**config.mk**
```make
export PLATFORM = sky130hd
export DESIGN_NAME = instr_encoder
export DESIGN_NICKNAME = d
export VERILOG_FILES = /design/src/rtl/instr_encoder.sv
export SDC_FILE = /design/constraint.sdc
export NUM_CORES = 1
export LEC_CHECK = 0
export BUFFER_PORTS_ARGS = -buffer_cell sky130_fd_sc_hd__buf_2
export CAP_MARGIN = 40
export CORE_ASPECT_RATIO = 1.1
export CORE_UTILIZATION = 45
export DETAILED_ROUTE_END_ITERATION = 8
export GPL_TIMING_DRIVEN = 0
export HOLD_SLACK_MARGIN = 0.1
export MAX_ROUTING_LAYER = met4
export PLACE_DENSITY = 0.82
export SLEW_MARGIN = 5
export SYNTH_ARGS = -nofsm -noshare
export SYNTH_HDL_FRONTEND = slang
export SYNTH_SLANG_ARGS = --single-unit
```
**constraint.sdc**
```tcl
create_clock -name clk -period 2.1 [get_ports clk]
set_input_delay 0.42 -clock clk [delete_from_list [all_inputs] [get_ports clk]]
set_output_delay 0.42 -clock clk [all_outputs]
set_load 0.05 [all_outputs]
```
**src/rtl/instr_encoder.sv**
```systemverilog
// ---------------------------------------------------------------------------
// instr_encoder
//
// Program loader sitting in front of the instruction memory. Decoded
// instruction fields arrive over a valid/ready stream, get packed into 32-bit
// RISC-V words and are written to consecutive word addresses starting at 0.
// Supported classes: R-type ALU, I-type ALU, BEQ, JAL, LW and SW.
//
// Ports
//   clk        system clock, rising-edge
//   arst       asynchronous active-high reset
//   start      one-cycle pulse starting a new load (IDLE/DONE/ERR only)
//   in_valid   instruction fields valid
//   in_ready   encoder can take fields (ACCEPT only)
//   in_class   0 R, 1 I-ALU, 2 BEQ, 3 JAL, 4 LW, 5 SW; 6/7 illegal
//   in_funct   {funct7[5], funct3}, R and I-ALU only
//   in_rd/in_rs1/in_rs2  register indices
//   in_imm     21-bit two's complement immediate
//   in_last    final instruction of the program
//   mem_we     instruction-memory write strobe (one cycle per word)
//   mem_addr   write word address
//   mem_wdata  encoded instruction word
//   busy       high in ACCEPT and WRITE
//   done       high in DONE (held until start/reset)
//   err        high in ERR (held until start/reset)
//   count      words written since the last start (saturates at DEPTH)
// ---------------------------------------------------------------------------
module instr_encoder #(
  parameter int ADDR_W = 8
) (
  input  logic              clk,
  input  logic              arst,
  input  logic              start,
  input  logic              in_valid,
  output logic              in_ready,
  input  logic [2:0]        in_class,
  input  logic [3:0]        in_funct,
  input  logic [4:0]        in_rd,
  input  logic [4:0]        in_rs1,
  input  logic [4:0]        in_rs2,
  input  logic [20:0]       in_imm,
  input  logic              in_last,
  output logic              mem_we,
  output logic [ADDR_W-1:0] mem_addr,
  output logic [31:0]       mem_wdata,
  output logic              busy,
  output logic              done,
  output logic              err,
  output logic [ADDR_W:0]   count
);

  // Highest word address and the saturation value of count (DEPTH).
  localparam logic [ADDR_W-1:0] PTR_LAST   = {ADDR_W{1'b1}};
  localparam logic [ADDR_W:0]   COUNT_FULL = {1'b1, {ADDR_W{1'b0}}};

  // Instruction classes as presented on in_class.
  localparam logic [2:0] CLS_R   = 3'd0;
  localparam logic [2:0] CLS_I   = 3'd1;
  localparam logic [2:0] CLS_BEQ = 3'd2;
  localparam logic [2:0] CLS_JAL = 3'd3;
  localparam logic [2:0] CLS_LW  = 3'd4;
  localparam logic [2:0] CLS_SW  = 3'd5;

  // RISC-V major opcodes and fixed funct3 values.
  localparam logic [6:0] OP_R      = 7'b0110011;
  localparam logic [6:0] OP_I      = 7'b0010011;
  localparam logic [6:0] OP_LOAD   = 7'b0000011;
  localparam logic [6:0] OP_STORE  = 7'b0100011;
  localparam logic [6:0] OP_BRANCH = 7'b1100011;
  localparam logic [6:0] OP_JAL    = 7'b1101111;
  localparam logic [2:0] F3_WORD   = 3'b010;
  localparam logic [2:0] F3_BEQ    = 3'b000;

  typedef enum logic [2:0] {
    S_IDLE,
    S_ACCEPT,
    S_WRITE,
    S_DONE,
    S_ERR
  } state_t;

  state_t              state_reg;
  state_t              state_next;
  logic [ADDR_W-1:0]   ptr_reg;
  logic [ADDR_W:0]     count_reg;
  logic [ADDR_W-1:0]   addr_reg;
  logic [31:0]         wdata_reg;
  logic                last_reg;

  logic [31:0]         enc_word;
  logic                enc_legal;
  logic                xfer;
  logic                start_ok;

  // A transfer can only happen in ACCEPT, where in_ready is high.
  assign xfer     = (state_reg == S_ACCEPT) && in_valid;
  assign start_ok = start && ((state_reg == S_IDLE) ||
                              (state_reg == S_DONE) ||
                              (state_reg == S_ERR));

  // -------------------------------------------------------------------------
  // Field packing. Fields a class does not use never reach the word; the
  // branch and jump offsets are halfword-aligned so imm[0] is dropped.
  // -------------------------------------------------------------------------
  always_comb begin
    enc_word  = '0;
    enc_legal = 1'b1;
    case (in_class)
      CLS_R:   enc_word = {1'b0, in_funct[3], 5'b00000, in_rs2, in_rs1,
                           in_funct[2:0], in_rd, OP_R};
      CLS_I:   enc_word = {in_imm[11:0], in_rs1, in_funct[2:0], in_rd, OP_I};
      CLS_LW:  enc_word = {in_imm[11:0], in_rs1, F3_WORD, in_rd, OP_LOAD};
      CLS_SW:  enc_word = {in_imm[11:5], in_rs2, in_rs1, F3_WORD,
                           in_imm[4:0], OP_STORE};
      CLS_BEQ: enc_word = {in_imm[12], in_imm[10:5], in_rs2, in_rs1, F3_BEQ,
                           in_imm[4:1], in_imm[11], OP_BRANCH};
      CLS_JAL: enc_word = {in_imm[20], in_imm[10:1], in_imm[11],
                           in_imm[19:12], in_rd, OP_JAL};
      default: enc_legal = 1'b0;
    endcase
  end

  // -------------------------------------------------------------------------
  // Next-state logic
  // -------------------------------------------------------------------------
  always_comb begin
    state_next = state_reg;
    case (state_reg)
      S_IDLE, S_DONE, S_ERR: begin
        if (start) begin
          state_next = S_ACCEPT;
        end
      end
      S_ACCEPT: begin
        if (xfer) begin
          state_next = enc_legal ? S_WRITE : S_ERR;
        end
      end
      S_WRITE: begin
        // last wins over overflow: a program that exactly fills memory
        // is a legal full program.
        if (last_reg) begin
          state_next = S_DONE;
        end else if (ptr_reg == PTR_LAST) begin
          state_next = S_ERR;
        end else begin
          state_next = S_ACCEPT;
        end
      end
      default: state_next = S_IDLE;
    endcase
  end

  // -------------------------------------------------------------------------
  // State and datapath registers
  // -------------------------------------------------------------------------
  always_ff @(posedge clk or posedge arst) begin
    if (arst) begin
      state_reg <= S_IDLE;
      ptr_reg   <= '0;
      count_reg <= '0;
      addr_reg  <= '0;
      wdata_reg <= '0;
      last_reg  <= 1'b0;
    end else begin
      state_reg <= state_next;

      if (start_ok) begin
        ptr_reg   <= '0;
        count_reg <= '0;
      end

      // Capture the word together with the address it will land at, so
      // mem_addr/mem_wdata stay put after the pointer moves on.
      if (xfer && enc_legal) begin
        addr_reg  <= ptr_reg;
        wdata_reg <= enc_word;
        last_reg  <= in_last;
      end

      if (state_reg == S_WRITE) begin
        ptr_reg <= ptr_reg + 1'b1;
        if (count_reg != COUNT_FULL) begin
          count_reg <= count_reg + 1'b1;
        end
      end
    end
  end

  // -------------------------------------------------------------------------
  // Outputs. mem_we decodes straight from the state register so an
  // asynchronous reset drops it in the same cycle.
  // -------------------------------------------------------------------------
  assign in_ready  = (state_reg == S_ACCEPT);
  assign mem_we    = (state_reg == S_WRITE);
  assign busy      = (state_reg == S_ACCEPT) || (state_reg == S_WRITE);
  assign done      = (state_reg == S_DONE);
  assign err       = (state_reg == S_ERR);
  assign mem_addr  = addr_reg;
  assign mem_wdata = wdata_reg;
  assign count     = count_reg;

endmodule

```
Yosys cells after proc, flatten, opt, wreduce, memory -nomap -nowiden. Index checks and enable logic that the tools add are counted.

Register bits: 61. Bits of input ports: 48. Output and inout bits: 54. Logic and storage cells: 46.

$add $sub $neg: 2. Eq/ne operators: 13. Muxes and demuxes: 13. Reductions and logical operators: 12.

Operators by type and width (count): 32-bit case mux with 6 select lines (1); 9-bit 2-to-1 mux (3); 8-bit 2-to-1 mux (2); 3-bit 2-to-1 mux (5); 3-bit by 2-bit equality test with 1-bit output (second input constant) (4); 9-bit by 1-bit adder with 9-bit output (second input constant) (1); 3-bit equality test (second input constant) (3); 9-bit inequality test (second input constant) (1); 3-bit case mux with 3 select lines (1); 8-bit by 1-bit adder with 8-bit output (second input constant) (1); 8-bit equality test (second input constant) (1); 3-bit by 1-bit equality test with 1-bit output (second input constant) (2); 3-bit zero test (2); 6-bit OR reduction (1); 1-bit logical AND (3); 1-bit logical OR (3); 3-bit OR reduction (1); 2-bit by 1-bit inequality test with 1-bit output (second input constant) (1); 2-bit inequality test (second input constant) (1); 2-bit AND reduction (1); 2-bit nonzero test (1); 1-bit 2-to-1 mux (1).

Longest topological paths before layout. Gate-level depths: netlist of run 1.

Depth in word-level cells: 7. Mapped depth: 9. Depth with buffers taken out: 6.

Worst setup path before layout of run 1. No wires, ideal clock.

Kind: reg2out. Start point: register state_reg[2]. End point: output port err. Data arrival time: 1.596 ns. Data required time: 1.680 ns. Path slack: 0.084 ns. Stages on the path, launching flop included: 3. Path buffers: 0. Path through: dfrtp_1 -> inv_1 -> nor3_1.

Longest elaborated chain between the ends: 1.

Ends and longest elaborated chain: from (decl) (RTL line 82) `state_t state_reg;`; from (signal assigned) (RTL line 166) `state_reg <= state_next;`; 3-bit equality test (RTL line 198) `assign err = (state_reg == S_ERR);`; to (decl) (RTL line 48) `output logic err,`.

Every way passes these cells.

Worst setup path in the final report of run 1.
Start point: register state_reg[2]. End point: output port mem_we.

Longest elaborated chain between the ends: 1.

Ends and longest elaborated chain: 3-bit by 2-bit equality test with 1-bit output (RTL line 195) `assign mem_we = (state_reg == S_WRITE);`; to (decl) (RTL line 43) `output logic mem_we,`.

Every way passes these cells.

==> flow_metrics.py, run 1 <==
metrics = {
    "status": {
        "status": "complete, no violations",
    },
    "cells_and_area": {
        "largest_reg_flops": 30,
        "num_antenna_cells": 0,
        "final_layout_size_suffix_gt1_share_pct": 36.3,
        "final_nets": 467,
        "final_cell_area_um2": 3840,
        "area_delta_synth_final_pct": 30.9,
    },
    "synthesis": {
        "synth.distinct_cells": 54,
        "synthAdderAreaFrac_pct": 1.28,
        "synth_area_leaders": "dfrtp_1 50%, nand2_1 6.0%, o21ai_0 4.1%",
        "yosysMostFrequentCell": "dfrtp_1",
        "muxShareOfSynthArea_pct": 6.53,
        "synth_top_family_by_area": "simple AND/OR/NAND/NOR gates",
        "syn_avg_cell_area_um2": 9.80,
        "syn_nets": 350,
        "synth-xor-area-share_pct": 0.897,
        "ys_seq_elements": 59,
        "synthArstFlopShare_pct": 100,
        "yosys.area_share.simple_pct": 18.8,
        "synth-main-ff-cell": "dfrtp_1",
        "yosys_warnings": 0,
        "synth_compound_area_share_pct": 16.7,
        "synth_edf_count": 0,
        "synth_top_area_share_pct": 50.4,
        "synthTopCellsByCount": "59 x dfrtp_1, 47 x nand2_1, 24 x o21ai_0",
        "yosys.area.top_type": "dfrtp_1",
        "syn_area_um2": 2930,
        "synth_cells": 299,
        "synth.yosys.seq_area_share_pct": 50.4,
    },
    "floorplan": {
        "die_h_um": 86.6,
        "die-area_um2": 6840,
        "rows": 30,
        "die_w_um": 78.9,
        "core_area_um2": 6230,
        "ios": 102,
        "start_util_pct": 47.0,
    },
    "cts": {
        "insertion_delay_ns": 0.33,
        "numCtsBuffers": 9,
        "cts_tree": "yes",
        "ctsHtreeMaxLevel": 3,
        "cts_buffer_depth": 2,
        "clkSlewWorstSetupHoldPaths_ns": 0.07,
        "cts_root_buf": "clkbuf_8",
        "cts_sinks": 59,
        "cts_hold_buf": 0,
    },
    "sta": {
        "hold_viol_final": 0,
        "fin_skew_ns": 0.00717,
        "maxSlewHeadroom_pct": 57.8,
        "setup_viol": 0,
        "finalCriticalPeriod_ns": 2.06,
        "fin_crit_sh_pct": 98.1,
        "worst-slew-pin-transition_ns": 0.626,
        "worst_hold_slack_ns": 0.149,
        "slew_viol_final": 0,
        "fmax_mhz": 485,
    },
    "worst_setup_path": {
        "arrival_ns": 1.64,
        "worstSetupPathType": "flop to output port",
        "start_kind": "flop",
        "endpoint_kind": "output port",
        "critPathMaxFanout": 8,
        "critPathRequiredTime_ns": 1.68,
    },
    "hold_path": {
        "worstHoldPathType": "primary input to asynchronous set/reset pin",
    },
    "global_route": {
        "grt_overflow": 0,
        "grt_pass1_wl_mm": 11.9,
        "grt_antenna_before_repair": 0,
        "track_usage_pct": 23.2,
        "grt_max_degree": 33,
        "grt_pass1_vias": 2576,
    },
    "power": {
        "irDropWorstVdd_uv": 1080,
        "p_leak_nw": 1.99,
        "p_comb_share_pct": 49.4,
        "p_int_w": 0.00288,
        "p_switching_w": 0.00263,
        "p_sw_share_pct": 47.7,
        "seq_power_share_pct": 30.9,
        "power_density_nw_per_um2": 1430,
        "p_clk_share_pct": 19.7,
    },
    "route": {
        "vias": 2736,
        "routed_wl_mm": 7.42,
        "postRouteAntennaNets": 0,
        "drt_first_iter_violations": 140,
        "drc": 0,
        "drt_first_pass_iters": 5,
        "viasPerCell": 5.46,
        "wire_per_inst_um": 14.8,
    },
    "place": {
        "place_area_um2": 3550,
        "port_buffers": 99,
        "place_hpwl_mm": 5.38,
        "globalplace.congestion": 0.854,
    },
    "run": {
        "drv_cap": 0,
    },
}
[metal layers]
metal  global-route usage [%]  part of all wire (%)  vias to the layer above
met3                     4.00                   6.9                       13
met4                     8.93                   1.5                        0
met1                     28.0                    43                     1307
met2                     39.1                    49                      117
met5                        -                     0                        -
li1                         -                     -                     1299
[cell type report]
class | count | area [µm²]
clock buffers | 12 | 165
inverters | 16 | 62.6
repair buffers | 106 | 571
plain buffers | 19 | 113
fillers | 518 | 2390
multi-input cells | 205 | 1300
well taps | 80 | 100
clock inverters | 4 | 47.5
flip-flops and latches | 59 | 1480
[cell usage in the layout, fill, tap and decap left out, types with 3 or more instances in the layout]
cell and n:
a221o_1 8, a22oi_1 10, clkbuf_8 12, nand2_1 46, mux2i_1 9, ha_1 3
buf_4 8, nor2_1 17, nand3_1 15, nand2b_1 3, inv_1 13, clkbuf_1 7
xnor2_1 3, mux2_2 9, a21oi_1 8, buf_2 104, o21ai_1 4, o21ai_0 24
nor2b_1 3, nand4_1 3, nor4b_1 3, dfrtp_1 59
[power groups by stage]
stage	logic (W)	clock network [W]	registers (W)
6_report	0.00272	0.00108	0.00170
5_1_grt	0.00289	0.00117	0.00174
4_1_cts	0.00270	0.00110	0.00169
3_5_place_dp	0.00258	0	0.00173
3_3_place_gp	0.00253	0	0.00171
2_1_floorplan	0.000950	0	0.00272
[per-stage QoR]
stage	setup TNS, ns	power, W	util (%)	worst slack, ns	cells
detailed placement	0	0.00430	56.9	0.116	479
global route	-0.0103	0.00579	61.6	-0.0103	501
floorplan	0	0.00366	-	0.0837	299
finish	0	0.00550	61.6	0.0390	501
global placement	-29.33	0.00424	56.6	-0.500	478
CTS	0	0.00549	61.3	0.0217	500
[critical path, cell delays in order, from the launching register on]
cell     delay, ns
dfrtp_1       0.39
or3b_1        0.40
buf_6         0.15
inv_4         0.10
buf_2         0.27
[cells by family (layout without fill, tap and decap cells)]
| logic type | after synthesis | in the layout |
|---|---|---|
| AOI/OAI and AO/OA | 73 | 73 |
| buffers and inverters | 35 | 157 |
| adders and majority gates | 3 | 3 |
| xor gates and xnor gates | 3 | 3 |
| and+or+nand+nor | 108 | 108 |
| DFF | 59 | 59 |
| muxes | 18 | 18 |
[final timing paths]
| path | from | end | slack (ns) | cells after the start |
|---|---|---|---|---|
| worst max-delay path | state_reg[2] | mem_we | 0.04 | 4 |
| worst min-delay path | arst | mem_wdata[25] | 0.15 | 2 |
| worst max register to register | state_reg[1] | mem_wdata[12] | 0.22 | 8 |
| worst min register to register | mem_wdata[4] | mem_wdata[4] | 0.48 | 2 |
| max in group asynchronous | arst | mem_wdata[13] | 1.36 | 3 |
| min in group clk | in_imm[16] | mem_wdata[16] | 0.32 | 2 |
[timing repair]
action / in CTS / in global routing
resized for setup: 8 / 2
setup buffers: 5 / 1
cloned: 0 / 0
setup endpoints to repair: 2 / 1
No activity file was read; power rests on OpenSTA's default activity.
==> run 2: changes to the inputs <==
MAX_ROUTING_LAYER = default   (was met4)
==> flow_metrics.py, run 2 (synthesized netlist as in run 1, its figures left out) <==
metrics = {
    "route": {
        "drt_first_pass_iters": 4,
        "drc": 0,
        "viasPerCell": 5.41,
        "drt_first_iter_violations": 138,
        "postRouteAntennaNets": 0,
        "vias": 2712,
        "routed_wl_mm": 7.45,
        "wire_per_inst_um": 14.9,
    },
    "global_route": {
        "grt_antenna_before_repair": 0,
        "grt_max_degree": 33,
        "grt_overflow": 0,
        "track_usage_pct": 22.6,
        "grt_pass1_vias": 2582,
        "grt_pass1_wl_mm": 11.9,
    },
    "sta": {
        "finalCriticalPeriod_ns": 2.07,
        "worst-slew-pin-transition_ns": 0.623,
        "slew_viol_final": 0,
        "fin_crit_sh_pct": 98.4,
        "maxSlewHeadroom_pct": 58.0,
        "worst_hold_slack_ns": 0.148,
        "setup_slack_ns": 0.0343,
        "fmax_mhz": 484,
        "hold_viol_final": 0,
        "setup_viol": 0,
        "fin_skew_ns": 0.00606,
    },
    "worst_setup_path": {
        "rrSetupSlack_ns": 0.21,
        "critPathRequiredTime_ns": 1.68,
        "crit_chain": "or3b_1, buf_6, inv_4, buf_2",
        "critPathMaxFanout": 8,
        "start_kind": "flop",
        "worstSetupPathType": "flop to output port",
        "slowest_stage": "dfrtp_1",
        "max_stage_delay_ns": 0.40,
        "endpoint_kind": "output port",
        "arrival_ns": 1.65,
    },
    "floorplan": {
        "start_util_pct": 47.0,
        "core_area_um2": 6230,
        "die_w_um": 78.9,
        "die-area_um2": 6840,
        "die_h_um": 86.6,
        "rows": 30,
        "ios": 102,
    },
    "cts": {
        "ctsHtreeMaxLevel": 3,
        "insertion_delay_ns": 0.33,
        "cts_root_buf": "clkbuf_8",
        "cts_hold_buf": 0,
        "cts_buffer_depth": 2,
        "numCtsBuffers": 9,
        "cts_sinks": 59,
        "cts_tree": "yes",
        "clkSlewWorstSetupHoldPaths_ns": 0.07,
    },
    "power": {
        "p_leak_nw": 1.99,
        "irDropWorstVdd_uv": 1080,
        "power_density_nw_per_um2": 1440,
    },
    "cells_and_area": {
        "area_delta_synth_final_pct": 30.9,
        "final_cell_mix": "104 x buf_2, 59 x dfrtp_1, 46 x nand2_1",
        "final_layout_size_suffix_gt1_share_pct": 36.3,
        "num_antenna_cells": 0,
        "final_common_cell": "buf_2",
        "fillers": 518,
        "largest_reg_flops": 30,
        "final_nets": 467,
    },
    "place": {
        "globalplace.congestion": 0.841,
        "port_buffers": 99,
        "pre_cts_ws_ns": 0.116,
        "place_hpwl_mm": 5.38,
    },
    "hold_path": {
        "worstHoldPathType": "primary input to asynchronous set/reset pin",
    },
    "run": {
        "drv_cap": 0,
    },
    "status": {
        "status": "complete, no violations",
    },
}
-- run 2: cell counts in the layout (fill, tap and decap cells not counted) --
No cell type changed its count.
-- run 2: final timing paths --
kind                         startpoint             to  cells past startpoint
setup / recovery           state_reg[2]         mem_we                      4
hold / removal                     arst    mem_addr[4]                      2
setup reg to reg           state_reg[1]  mem_wdata[12]                      8
hold reg to reg            mem_wdata[4]   mem_wdata[4]                      2
max in group asynchronous          arst     ptr_reg[2]                      3
min in group clk             in_imm[16]  mem_wdata[16]                      2
-- run 2: timing repair --
action	4_1_cts	5_1_grt
resized for setup	8	2
endpoints found under the setup margin	2	1
buffers inserted	5	1
-- run 2: routing by layer --
layer	vias up	track usage, %	part of all wire [%]	routed length (µm)
li1	1299	-	-	-
met1	1290	28.0	43	3180
met2	110	39.1	49	3660
met3	13	4.00	6.7	501
met4	0	8.93	1.6	118
met5	-	0	0	0
-- run 2: layout make-up --
class                           instances  area, µm²  share of cell area (%)
Buffer                                 19        113                    2.94
Sequential cell                        59       1480                    38.5
Tap cell                               80        100                    2.61
Inverter                               16       62.6                    1.63
Timing Repair Buffer                  106        571                    14.9
Multi-Input combinational cell        205       1300                    33.9
Clock buffer                           12        165                    4.31
Clock inverter                          4       47.5                    1.24
-- run 2: stage by stage --
stage / total power (W) / setup TNS, ns / area (µm²) / utilization [%] / cells
floorplan: 0.00366 / 0 / 2930 / - / 299
global placement: 0.00424 / -29.33 / 3530 / 56.6 / 478
detailed placement: 0.00430 / 0 / 3550 / 56.9 / 479
CTS: 0.00549 / 0 / 3820 / 61.3 / 500
global route: 0.00579 / -0.0103 / 3840 / 61.6 / 501
finish: 0.00551 / 0 / 3840 / 61.6 / 501
-- run 2: where the power goes --
part	internal [W]	leakage (nW)	switching (W)
logic	0.000755	1.10	0.00197
clock network	0.000641	0.108	0.000446
registers	0.00148	0.776	0.000223
total	0.00287	1.99	0.00263
-- run 2: worst max-delay path: cells and delay by family (launching register included) --
kind	cells	cell delay [ns]
flip-flops	1	0.40
buffers and inverters	3	0.51
AND/OR/NAND/NOR	1	0.40
